<file path="src/rtl/itcm_port_arbiter.sv">
// Arbitrates the single ITCM read-write port between the core load-store path and the debug/boot loader.
// The core has fixed priority, the loader has a starvation cap, and the loader can lock the port for bursts.
module itcm_port_arbiter #(
   parameter int ADDR_WIDTH = 12,
   parameter int DATA_WIDTH = 32,
   parameter int MAX_WAIT   = 4
) (
   input  logic                  clk,
   input  logic                  rst,
   input  logic                  lsu_req,
   input  logic                  lsu_we,
   input  logic [ADDR_WIDTH-1:0] lsu_addr,
   input  logic [DATA_WIDTH-1:0] lsu_wdata,
   output logic                  lsu_gnt,
   output logic                  lsu_stall,
   output logic                  lsu_rvalid,
   output logic [DATA_WIDTH-1:0] lsu_rdata,
   input  logic                  dbg_req,
   input  logic                  dbg_we,
   input  logic [ADDR_WIDTH-1:0] dbg_addr,
   input  logic [DATA_WIDTH-1:0] dbg_wdata,
   input  logic                  dbg_lock,
   output logic                  dbg_gnt,
   output logic                  dbg_rvalid,
   output logic [DATA_WIDTH-1:0] dbg_rdata,
   output logic                  itcm_we,
   output logic [ADDR_WIDTH-1:0] itcm_addr,
   output logic [DATA_WIDTH-1:0] itcm_wdata,
   input  logic [DATA_WIDTH-1:0] itcm_rdata
);

   localparam int CW = $clog2(MAX_WAIT + 1);
   localparam logic [CW-1:0] W_MAX = CW'(MAX_WAIT);

   typedef enum logic {
      SHARED,
      LOCKED
   } state_t;

   state_t          r_state;
   logic [CW-1:0]   r_waitCnt;
   logic            r_rdValid;
   logic            r_rdOwnerDbg;
   logic            w_lsuGnt;
   logic            w_dbgGnt;

   // Grants are decided in the request cycle; reset suppresses every grant.
   always_comb begin
      w_lsuGnt = 1'b0;
      w_dbgGnt = 1'b0;
      if (!rst) begin
         if (r_state == LOCKED) begin
            w_dbgGnt = dbg_req;
         end else if (lsu_req && dbg_req) begin
            if (r_waitCnt == W_MAX) w_dbgGnt = 1'b1;
            else                    w_lsuGnt = 1'b1;
         end else begin
            w_lsuGnt = lsu_req;
            w_dbgGnt = dbg_req;
         end
      end
   end

   always_comb begin
      itcm_we    = 1'b0;
      itcm_addr  = '0;
      itcm_wdata = '0;
      if (w_lsuGnt) begin
         itcm_we    = lsu_we;
         itcm_addr  = lsu_addr;
         itcm_wdata = lsu_wdata;
      end else if (w_dbgGnt) begin
         itcm_we    = dbg_we;
         itcm_addr  = dbg_addr;
         itcm_wdata = dbg_wdata;
      end
   end

   always_ff @(posedge clk) begin
      if (rst) begin
         r_state      <= SHARED;
         r_waitCnt    <= '0;
         r_rdValid    <= 1'b0;
         r_rdOwnerDbg <= 1'b0;
      end else begin
         case (r_state)
            SHARED:  if (w_dbgGnt && dbg_lock) r_state <= LOCKED;
            LOCKED:  if (!dbg_lock)            r_state <= SHARED;
            default:                           r_state <= SHARED;
         endcase
         if (w_dbgGnt || !dbg_req)    r_waitCnt <= '0;
         else if (r_waitCnt != W_MAX) r_waitCnt <= r_waitCnt + CW'(1);
         // The owner tag lets alternating reads pipeline with one response per cycle.
         r_rdValid    <= (w_lsuGnt && !lsu_we) || (w_dbgGnt && !dbg_we);
         r_rdOwnerDbg <= w_dbgGnt;
      end
   end

   assign lsu_gnt    = w_lsuGnt;
   assign dbg_gnt    = w_dbgGnt;
   assign lsu_stall  = lsu_req && !w_lsuGnt && !rst;
   assign lsu_rvalid = r_rdValid && !r_rdOwnerDbg && !rst;
   assign dbg_rvalid = r_rdValid &&  r_rdOwnerDbg && !rst;
   assign lsu_rdata  = lsu_rvalid ? itcm_rdata : '0;
   assign dbg_rdata  = dbg_rvalid ? itcm_rdata : '0;

endmodule

</file>
<file path="config.mk">
export PLATFORM = sky130hd
export DESIGN_NAME = itcm_port_arbiter
export DESIGN_NICKNAME = d
export VERILOG_FILES = /design/src/rtl/itcm_port_arbiter.sv
export SDC_FILE = /design/constraint.sdc
export NUM_CORES = 1
export LEC_CHECK = 0
export ABC_AREA = 1
export CORE_ASPECT_RATIO = 0.5
export CORE_MARGIN = 3
export CORE_UTILIZATION = 24
export CTS_BUF_LIST = sky130_fd_sc_hd__clkbuf_4 sky130_fd_sc_hd__clkbuf_8
export DETAILED_ROUTE_END_ITERATION = 16
export PLACE_DENSITY = 0.84
export SETUP_SLACK_MARGIN = 0.15
export SLEW_MARGIN = 25
export SYNTH_ARGS = -nofsm -noshare
export SYNTH_HDL_FRONTEND = slang
export SYNTH_SLANG_ARGS = --single-unit
</file>
<file path="constraint.sdc">
create_clock -name clk -period 1.9 [get_ports clk]
set_clock_uncertainty 0.05 [all_clocks]
set_input_delay 0.19 -clock clk [delete_from_list [all_inputs] [get_ports clk]]
set_output_delay 0.19 -clock clk [all_outputs]
set_load 0.02 [all_outputs]
</file>
==> results.md, run 1 <==
- Post-synthesis register bit count: 6
- CTS Hold Bufs: 0
- PortBufs: 240
- Initial DRT Pass Iterations: 5
- Largest net degree at the start of global routing: 28
- Final worst setup slack: 46.1 ps
- Syn nets: 435
- First-pass GRT wire length: 14,900 um
- Cell Rows: 20
- Internal power: 723 uW
- CP Capture Type: primary output
- Top delay family on crit path: buffers and inverters
- Total power: 1170 uW
- MaxCap Viol Count: 0
- Outcome: completed
- Unique cell type count in the Yosys netlist: 20
- Antenna cell count: 0
- Initial antenna violation count: 0
- Syn. warnings: 0
- P_leak: 0.00234 uW
- GRT met2 Usage: 0.466
- Clock power share: 0.170
- Min-Delay Path Class: reg -> reg
- Mapped Avg Cell Area: 5.14 um2
- Switching Share: 0.383
- Hold Startpoint: r_waitCnt[0]
- Final core occ: 0.690
- Min-Delay Endpoint: r_waitCnt[0]
- Final Critical Period: 1850 ps
- Bufs on Longest Clock Path: 2
- TritonCTS clock tree: built
- Worst rel slew slack: 0.867
- Post-Route WL: 10,500 um
- Comb pwr share: 0.716
- Fin crit share: 0.976
- CTS Sinks: 6
- Worst hold stages: 2
- RSZ-0062 raised after global routing: yes
- Routed Antenna Nets: 0
- Post-synth top area cell: nand3_1
- FF+latch area: 123 um2
- R2R depth: 10
- Type of origin of the critical path: flip-flop
- Critical path, cell by cell: inv_2 > ha_4 > nand2_4 > buf_4 > nand3_4 > buf_16 > nand3_1 > nand2_2 > buf_6
- Layout Cells excl Fill: 656
- # H-tree levels: 1
- Seq pwr share: 0.115
- Die Wd: 120 um
- Met3 Track Usage GR: 0.0287
- Synthesized area: 1570 um2
- Seq/Total Area, Yosys: 0.0764
- Peak supply drop: 0.000231 V
- Grt ovf: 0
- Die area: 7610 um2
- Total GRT Usage: 0.241
- Critical path class: reg -> out
- Synth Instances: 306
- R2R Path Start: r_waitCnt[1]
- Sw power: 449 uW
- Core footprint: 6210 um2
- R2r setup slk: 390 ps
- Final net count: 699
- # IOs: 241
- Worst-Margin Slew: 199 ps
- Inst Count DP: 630
- Total CTS buffers: 3
- Vias in the first global route: 2,846
- Critical Path Stages: 9
- WP data arrival: 1610 ps
- Number of DRC violations after detailed-routing iteration 0: 152
- Worst Path Max Fanout: 16
- Clock Latency Late Sink: 230 ps
- Starting density of the core: 0.253
- Req. time, crit path: 1660 ps
- Met1 Track Usage GR: 0.286
- Max incr delay on CP: 330 ps
- CP max-delay cell: dfxtp_2
- Buf/Inv on CP: 4
- Max Freq: 539 MHz
- Grt peak-use layer: met2
- Vias per inst: 4.64
- Die Y: 63.2 um
- Layout cells sized above 1: 0.357
- Layout fillers: 553
- Hold Vio Cnt, Final: 0
- Pre-CTS setup slack: -250 ps
- DRC: 0
- Top cells by area, synth: nand3_1 26%, nor2_1 17%, nand2_1 13%, inv_1 9.3%, dfxtp_1 7.6%
- Power density cells: 274 nW/um2
- Root Buffer: clkbuf_8
- Reg-to-reg critical path endpoint: r_waitCnt[1]
- Clock transition at the registers of the reported paths: 40 ps
- Final Max Slew Viols: 0
- Via count: 3,042
- Area of the multi-input gates: 1210 um2
- DP HPWL: 7230 um
- Routed wire per std cell: 16.1 um
- Global placer's final weighted congestion: 0.841
- Final setup viols: 0
- Area grow syn2layout: 172%
- Share of the synthesized area in the top cell type: 0.258
==> worst max-delay path by stage <==
| stage | from | end | slack (ps) |
|---|---|---|---|
| CTS | r_waitCnt[1] | itcm_wdata[1] | 70 |
| floorplan | r_waitCnt[0] | itcm_wdata[10] | 380 |
| global placement | lsu_req | itcm_wdata[19] | -220 |
| global route | r_waitCnt[1] | itcm_wdata[21] | 2 |
| detailed placement | rst | dbg_rdata[7] | -250 |
| finish | r_waitCnt[1] | itcm_addr[4] | 50 |
==> cell families (layout without fill, tap and decap cells) <==
logic type | count (synthesis) | after routing | share of synthesized area
AO/OA/AOI/OAI | 2 | 2 | 0.00636
XOR/XNOR | 1 | 1 | 0.00557
adder cells (fa/ha/maj) | 2 | 2 | 0.0159
buffers and inverters | 70 | 332 | 0.231
flip-flops | 6 | 6 | 0.0764
AND/OR/NAND/NOR | 225 | 225 | 0.665
==> routing by layer <==
layer,wire (um),part of all wire,vias up
li1,-,-,1477
met1,4160,0.40,1396
met2,5510,0.52,149
met3,648,0.061,20
met4,214,0.020,0
met5,0,0,-
==> power by group through the flow <==
stage                     Clock (uW)  Sequential (uW)  Combinational [uW]
after floorplan                    0              135                 307
after global placement             0              135                 802
after detailed placement           0              136                 807
after CTS                        202              134                 794
after global routing             211              135                 889
final                            199              135                 839
==> flip-flops by register name, summed over array words and instances, names as in the netlist <==
| register | flops |
|---|---|
| r_rdValid | 1 |
| r_waitCnt | 3 |
| r_state | 1 |
| r_rdOwnerDbg | 1 |
==> layout make-up <==
| type | count | share of cell area |
|---|---|---|
| repair buffers | 285 | 0.614 |
| flip-flops and latches | 6 | 0.0286 |
| clock buffers | 3 | 0.00965 |
| multi-input cells | 230 | 0.283 |
| well taps | 88 | 0.0257 |
| inverters | 44 | 0.0392 |
==> stage by stage <==
stage / setup TNS [ps] / area, um2 / hold slack [ps]
2_1_floorplan: 0 / 1570 / 266
3_3_place_gp: -17320 / 4140 / 445
3_5_place_dp: -19640 / 4140 / 455
4_1_cts: 0 / 4390 / 440
5_1_grt: 0 / 4280 / 479
6_report: 0 / 4280 / 455
==> tightest hold or removal path: stages, from the launching register on <==
cell     delay [ps]
dfxtp_2         320
buf_4           110
nor2_1           40
==> Yosys cell counts <==
cell / number
nand2_2: 3
nand3_1: 81
nand3_2: 11
buf_4: 7
dfxtp_1: 6
nor2_2: 1
buf_6: 8
inv_1: 39
a21oi_1: 1
o21ai_0: 1
nand2_1: 53
nand3b_1: 2
inv_2: 4
ha_1: 2
and2_4: 1
clkinv_1: 1
buf_2: 11
nor2_1: 72
nor2_4: 1
xor2_1: 1
==> layout by cell type (no fill, tap or decap), types with 2 or more instances in the layout <==
cell type / n
buf_12: 13
buf_16: 5
buf_2: 44
buf_4: 45
buf_6: 14
clkbuf_16: 2
clkbuf_2: 32
clkbuf_8: 3
clkdlybuf4s15_2: 3
clkdlybuf4s50_1: 126
dfxtp_1: 4
dfxtp_2: 2
inv_1: 37
inv_2: 5
nand2_1: 43
nand2_2: 10
nand2_4: 2
nand3_1: 75
nand3_2: 13
nand3_4: 4
nand3b_1: 2
nor2_1: 72
==> timing repair <==
item,in CTS,in global routing
cloned,5,2
pin swaps,15,9
setup endpoints to repair,114,112
gates resized for setup,391,115
buffers inserted,10,6
endpoints found under the hold margin,0,0
No activity file was read; power rests on OpenSTA's default activity.
==> inputs of run 2 (changes only) <==
--- a/config.mk
+++ b/config.mk
@@ -10,10 +10,12 @@
 export CORE_MARGIN = 3
 export CORE_UTILIZATION = 24
 export CTS_BUF_LIST = sky130_fd_sc_hd__clkbuf_4 sky130_fd_sc_hd__clkbuf_8
+export CTS_CLUSTER_SIZE = 30
 export DETAILED_ROUTE_END_ITERATION = 16
+export MAX_ROUTING_LAYER = met4
 export PLACE_DENSITY = 0.84
 export SETUP_SLACK_MARGIN = 0.15
-export SLEW_MARGIN = 25
+export SLEW_MARGIN = 15
 export SYNTH_ARGS = -nofsm -noshare
 export SYNTH_HDL_FRONTEND = slang
 export SYNTH_SLANG_ARGS = --single-unit
==> results.md, run 2 (synthesized netlist as in run 1, its figures left out) <==
- Vias per inst: 4.65 (was 4.64)
- Layout fillers: 540 (was 553)
- Largest net degree at the start of global routing: 28 (unchanged)
- Hold Vio Cnt, Final: 0 (unchanged)
- # IOs: 241 (unchanged)
- Grt ovf: 0 (unchanged)
- Cell Rows: 20 (unchanged)
- Outcome: completed (unchanged)
- Initial antenna violation count: 0 (unchanged)
- Max Freq: 541 MHz (was 539 MHz)
- Fin crit share: 0.973 (was 0.976)
- Global placer's final weighted congestion: 0.854 (was 0.841)
- WP data arrival: 1610 ps (about the same)
- TritonCTS clock tree: built (unchanged)
- Req. time, crit path: 1660 ps (about the same)
- Type of origin of the critical path: flip-flop (unchanged)
- Pre-CTS setup slack: -250 ps (unchanged)
- Worst hold stages: 2 (unchanged)
- Total GRT Usage: 0.248 (was 0.241)
- Final net count: 699 (unchanged)
- Final Max Slew Viols: 0 (unchanged)
- Number of DRC violations after detailed-routing iteration 0: 258 (was 152)
- Reg-to-reg critical path endpoint: r_waitCnt[1] (unchanged)
- Final worst setup slack: 50.6 ps (was 46.1 ps)
- PortBufs: 240 (unchanged)
- Worst rel slew slack: 0.869 (was 0.867)
- Area grow syn2layout: 172% (unchanged)
- Starting density of the core: 0.253 (unchanged)
- Die Y: 63.2 um (unchanged)
- CTS Sinks: 6 (unchanged)
- Via count: 3,051 (was 3,042)
- Largest reg by FF count: r_waitCnt (unchanged)
- Commonest cells after routing, fill and taps aside: 126 x clkdlybuf4s50_1, 75 x nand3_1, 72 x nor2_1 (unchanged)
- Total power: 1170 uW (about the same)
- Clock Latency Late Sink: 230 ps (about the same)
- Min-Delay Endpoint: r_waitCnt[0] (unchanged)
- Initial DRT Pass Iterations: 5 (unchanged)
- Root Buffer: clkbuf_8 (unchanged)
- MaxCap Viol Count: 0 (unchanged)
- RSZ-0062 raised after global routing: yes (unchanged)
- R2r setup slk: 400 ps (was 390 ps)
- Antenna cell count: 0 (unchanged)
- Routed wire per std cell: 15.9 um (was 16.1 um)
- Area of the multi-input gates: 1210 um2 (unchanged)
- R2R depth: 10 (unchanged)
- Final Critical Period: 1850 ps (about the same)
- Power density cells: 274 nW/um2 (about the same)
- Layout cells sized above 1: 0.357 (unchanged)
- Routed Antenna Nets: 0 (unchanged)
- FF+latch area: 123 um2 (unchanged)
- Worst-Margin Slew: 196 ps (was 199 ps)
- Most common cell after layout, fill and taps aside: clkdlybuf4s50_1 (unchanged)
- Min-Delay Path Class: reg -> reg (unchanged)
- Total CTS buffers: 3 (unchanged)
- # H-tree levels: 1 (unchanged)
- Worst Path Max Fanout: 16 (unchanged)
- Critical path class: reg -> out (unchanged)
- Die area: 7610 um2 (unchanged)
- First-pass GRT wire length: 14,900 um (about the same)
- P_leak: 0.00234 uW (unchanged)
- Worst hold slack: 455 ps (about the same)
- Vias in the first global route: 2,836 (was 2,846)
- Hold Startpoint: r_waitCnt[0] (unchanged)
- DP HPWL: 7230 um (unchanged)
- Flip-flop count of the largest register after layout: 3 (unchanged)
- CP Capture Type: primary output (unchanged)
- R2R Path Start: r_waitCnt[1] (unchanged)
- Die Wd: 120 um (unchanged)
- DRC: 0 (unchanged)
- Core footprint: 6210 um2 (unchanged)
- Final setup viols: 0 (unchanged)
- Peak supply drop: 0.000218 V (was 0.000231 V)
- Post-Route WL: 10,500 um (about the same)
- Clock transition at the registers of the reported paths: 40 ps (about the same)
- Bufs on Longest Clock Path: 2 (unchanged)
==> run 2: cell counts in the layout (fill, tap and decap cells not counted) <==
No cell type changed its count.
==> run 2: per-stage QoR <==
stage               cells  TNS (ps)  instance area [um2]  utilization
floorplan             306         0                 1570            -
global placement      630    -17320                 4140        0.667
detailed placement    630    -19640                 4140        0.667
CTS                   648         0                 4390        0.707
global route          656     -10.1                 4280        0.690
finish                656         0                 4280        0.690
==> run 2: how the worst max path moves through the flow <==
| stage | startpoint | to | slack (ps) | cells past startpoint |
|---|---|---|---|---|
| 2_1_floorplan | r_waitCnt[0] | itcm_wdata[10] | 380 | 9 |
| 3_3_place_gp | lsu_req | itcm_wdata[19] | -220 | 7 |
| 3_5_place_dp | rst | dbg_rdata[7] | -250 | 7 |
| 4_1_cts | r_waitCnt[1] | itcm_wdata[1] | 70 | 11 |
| 5_1_grt | r_waitCnt[1] | itcm_addr[4] | -5 | 9 |
| 6_report | r_waitCnt[1] | itcm_addr[4] | 50 | 9 |
==> run 2: repair_timing <==
item,4_1_cts,5_1_grt
hold buffers,0,0
resized for setup,391,115
buffers inserted,10,6
cloned,5,2
endpoints found under the setup margin,114,112
pin swaps,15,9
==> run 2: routing by layer <==
metal | part of all wire | up-vias | global-route usage | routed length (um)
met1 | 0.39 | 1394 | 0.288 | 4100
met4 | 0.026 | 0 | 0.0438 | 267
met5 | 0 | - | - | 0
li1 | - | 1478 | - | -
met2 | 0.51 | 159 | 0.468 | 5360
met3 | 0.069 | 20 | 0.0269 | 722
==> run 2: area by class of cell <==
cell class              instances  share of cell area
clock buffers                   3             0.00965
well taps                      88              0.0257
inverters                      44              0.0392
multi-input cells             230               0.283
repair buffers                285               0.614
flip-flops and latches          6              0.0286
==> run 2: where the power goes <==
group	leakage [uW]	switching, uW	internal [uW]	total, uW
logic	0.00227	382	456	838
clock network	0.0000216	62.5	137	199
registers	0.0000499	3.88	131	135
==> run 2: critical path: stages (launching register included) <==
cell and delay (ps):
dfxtp_2 330, inv_2 50, ha_4 150, nand2_4 70, buf_4 130, nand3_4 140, buf_16 190, nand3_1 110
nand2_2 80, buf_6 130
==> inputs of run 3 (changes only) <==
--- a/config.mk
+++ b/config.mk
@@ -7,7 +7,7 @@
 export LEC_CHECK = 0
 export ABC_AREA = 1
 export CORE_ASPECT_RATIO = 0.5
-export CORE_MARGIN = 3
+export CORE_MARGIN = 4
 export CORE_UTILIZATION = 24
 export CTS_BUF_LIST = sky130_fd_sc_hd__clkbuf_4 sky130_fd_sc_hd__clkbuf_8
 export CTS_CLUSTER_SIZE = 30
==> results.md, run 3 (synthesized netlist as in run 1, its figures left out) <==
- MaxCap Viol Count: 0 (unchanged)
- Initial antenna violation count: 0 (unchanged)
- Starting density of the core: 0.253 (unchanged)
- Min-Delay Path Class: in -> reg (was reg -> reg)
- # IOs: 241 (unchanged)
- Initial DRT Pass Iterations: 4 (was 5)
- Clock transition at the registers of the reported paths: 40 ps (about the same)
- Final Max Slew Viols: 0 (unchanged)
- Largest net degree at the start of global routing: 34 (was 28)
- Hold Vio Cnt, Final: 0 (unchanged)
- Final setup viols: 0 (unchanged)
- Worst-Margin Slew: 258 ps (was 196 ps)
- Largest reg by FF count: r_waitCnt (unchanged)
- Post-Route Setup TNS: 0 ps (unchanged)
- Clock Latency Late Sink: 220 ps (was 230 ps)
- CP Capture Type: primary output (unchanged)
- Peak supply drop: 0.000210 V (was 0.000218 V)
- Bufs on Longest Clock Path: 2 (unchanged)
- Req. time, crit path: 1660 ps (about the same)
- Post-Route WL: 11,700 um (was 10,500 um)
- Worst rel slew slack: 0.828 (was 0.869)
- Die area: 7990 um2 (was 7610 um2)
- Final core occ: 0.773 (was 0.690)
- P_leak: 0.00249 uW (was 0.00234 uW)
- First-pass GRT wire length: 14,800 um (was 14,900 um)
- Internal power: 802 uW (was 723 uW)
- Sw power: 502 uW (was 449 uW)
- Power density cells: 272 nW/um2 (was 274 nW/um2)
- Commonest cells after routing, fill and taps aside: 123 x clkdlybuf4s50_1, 72 x nor2_1, 46 x nand3_1 (was 126 x clkdlybuf4s50_1, 75 x nand3_1, 72 x nor2_1)
- Reg-to-reg critical path endpoint: r_rdValid (was r_waitCnt[1])
- Seq pwr share: 0.103 (was 0.115)
- Hold Startpoint: rst (was r_waitCnt[0])
- Switching Share: 0.385 (was 0.383)
- Grt ovf: 0 (unchanged)
- TritonCTS clock tree: built (unchanged)
- Inst Count DP: 627 (was 630)
- CTS Hold Bufs: 0 (unchanged)
- Min-Delay Endpoint: r_state (was r_waitCnt[0])
- Root Buffer: clkbuf_8 (unchanged)
- Number of DRC violations after detailed-routing iteration 0: 154 (was 258)
- R2r setup slk: 430 ps (was 400 ps)
- Worst hold stages: 4 (was 2)
- Total CTS buffers: 3 (unchanged)
- Most common cell after layout, fill and taps aside: clkdlybuf4s50_1 (unchanged)
- Comb pwr share: 0.748 (was 0.715)
- Worst Path Max Fanout: 6 (was 16)
- Fin crit share: 0.970 (was 0.973)
- DRC: 0 (unchanged)
- Die Wd: 122 um (was 120 um)
- Vias per inst: 4.76 (was 4.65)
- RSZ-0062 raised after global routing: yes (unchanged)
- Type of origin of the critical path: flip-flop (unchanged)
- Clock power share: 0.149 (was 0.170)
- Outcome: completed (unchanged)
- DP HPWL: 7280 um (was 7230 um)
- CTS Sinks: 6 (unchanged)
- Layout cells sized above 1: 0.378 (was 0.357)
- Layout fillers: 447 (was 540)
- Antenna cell count: 0 (unchanged)
- Cell Rows: 20 (unchanged)
- Layout Cells excl Fill: 654 (was 656)
- WP data arrival: 1600 ps (was 1610 ps)
- Core footprint: 6210 um2 (unchanged)
- Final net count: 697 (was 699)
- R2R Path Start: r_waitCnt[0] (was r_waitCnt[1])
- Area grow syn2layout: 205% (was 172%)
- Critical path class: reg -> out (unchanged)
- Die Y: 65.2 um (was 63.2 um)
- Routed Antenna Nets: 0 (unchanged)
- Global placer's final weighted congestion: 0.849 (was 0.854)
- Total GRT Usage: 0.238 (was 0.248)
- Total power: 1300 uW (was 1170 uW)
- Max Freq: 543 MHz (was 541 MHz)
- R2R depth: 10 (unchanged)
- Final Critical Period: 1840 ps (was 1850 ps)
- Vias in the first global route: 2,909 (was 2,836)
- Via count: 3,115 (was 3,051)
- Flip-flop count of the largest register after layout: 3 (unchanged)
- # H-tree levels: 1 (unchanged)
- PortBufs: 240 (unchanged)
- Routed wire per std cell: 18.0 um (was 15.9 um)
## run 3: changes by cell type in the layout (fill, tap and decap cells not counted), moves of 6 or more
cell | before | now
nand3_1 | 75 | 46
buf_2 | 44 | 6
nand3_4 | 4 | 10
nand3_2 | 13 | 36
nand2_2 | 10 | 30
buf_6 | 14 | 42
nand2_1 | 43 | 23
dlygate4sd2_1 | 0 | 37
buf_4 | 45 | 18
## run 3: layout make-up
| class | instances | area (um2) | area share |
|---|---|---|---|
| timing repair buffer | 283 | 2910 | 0.606 |
| multi-input combinational | 230 | 1450 | 0.302 |
| sequential | 6 | 123 | 0.0256 |
| tap | 88 | 110 | 0.0229 |
| clock buffer | 3 | 41.3 | 0.00860 |
| inverter | 44 | 168 | 0.0349 |
## run 3: critical path, cell delays in order, from the launching register on
cell and delay, ps:
dfxtp_2 320, inv_2 50, ha_4 160, nand2_4 90
nand3_4 100, buf_12 160, clkbuf_16 160, nand3_1 90
nand2_1 80, buf_2 170
## run 3: how the worst max path moves through the flow
stage	start	endpoint	slack (ps)	cells past startpoint
2_1_floorplan	r_waitCnt[0]	itcm_wdata[10]	380	9
3_3_place_gp	rst	itcm_wdata[13]	-270	8
3_5_place_dp	rst	itcm_wdata[6]	-290	8
4_1_cts	r_waitCnt[1]	itcm_wdata[6]	10	10
5_1_grt	r_waitCnt[0]	itcm_wdata[20]	7	9
6_report	r_waitCnt[1]	itcm_wdata[20]	60	9
## run 3: stage by stage
step	worst slack [ps]	instance area, um2	hold WS, ps
floorplan	383	1570	266
global placement	-268	4140	448
detailed placement	-286	4140	454
CTS	9.82	4370	325
global route	6.80	4800	371
finish	57.0	4800	351
## run 3: power groups by stage
stage	Sequential [uW]	Combinational (uW)	Clock, uW
after global routing	135	1020	205
after detailed placement	135	804	0
after floorplan	135	307	0
final	135	974	194
after global placement	135	797	0
after CTS	133	821	200
## run 3: layer usage
layer  vias up  share of wire  GRT usage
met5         -              0          -
met4         0          0.046     0.0837
met3        50          0.070     0.0378
met2       160           0.54      0.459
met1      1421           0.35      0.249
li1       1484              -          -
## run 3: timing repair
action	CTS	global route
pin swaps	14	27
setup buffers	12	2
resized for setup	318	178
setup endpoints to repair	114	75
cloned	6	4
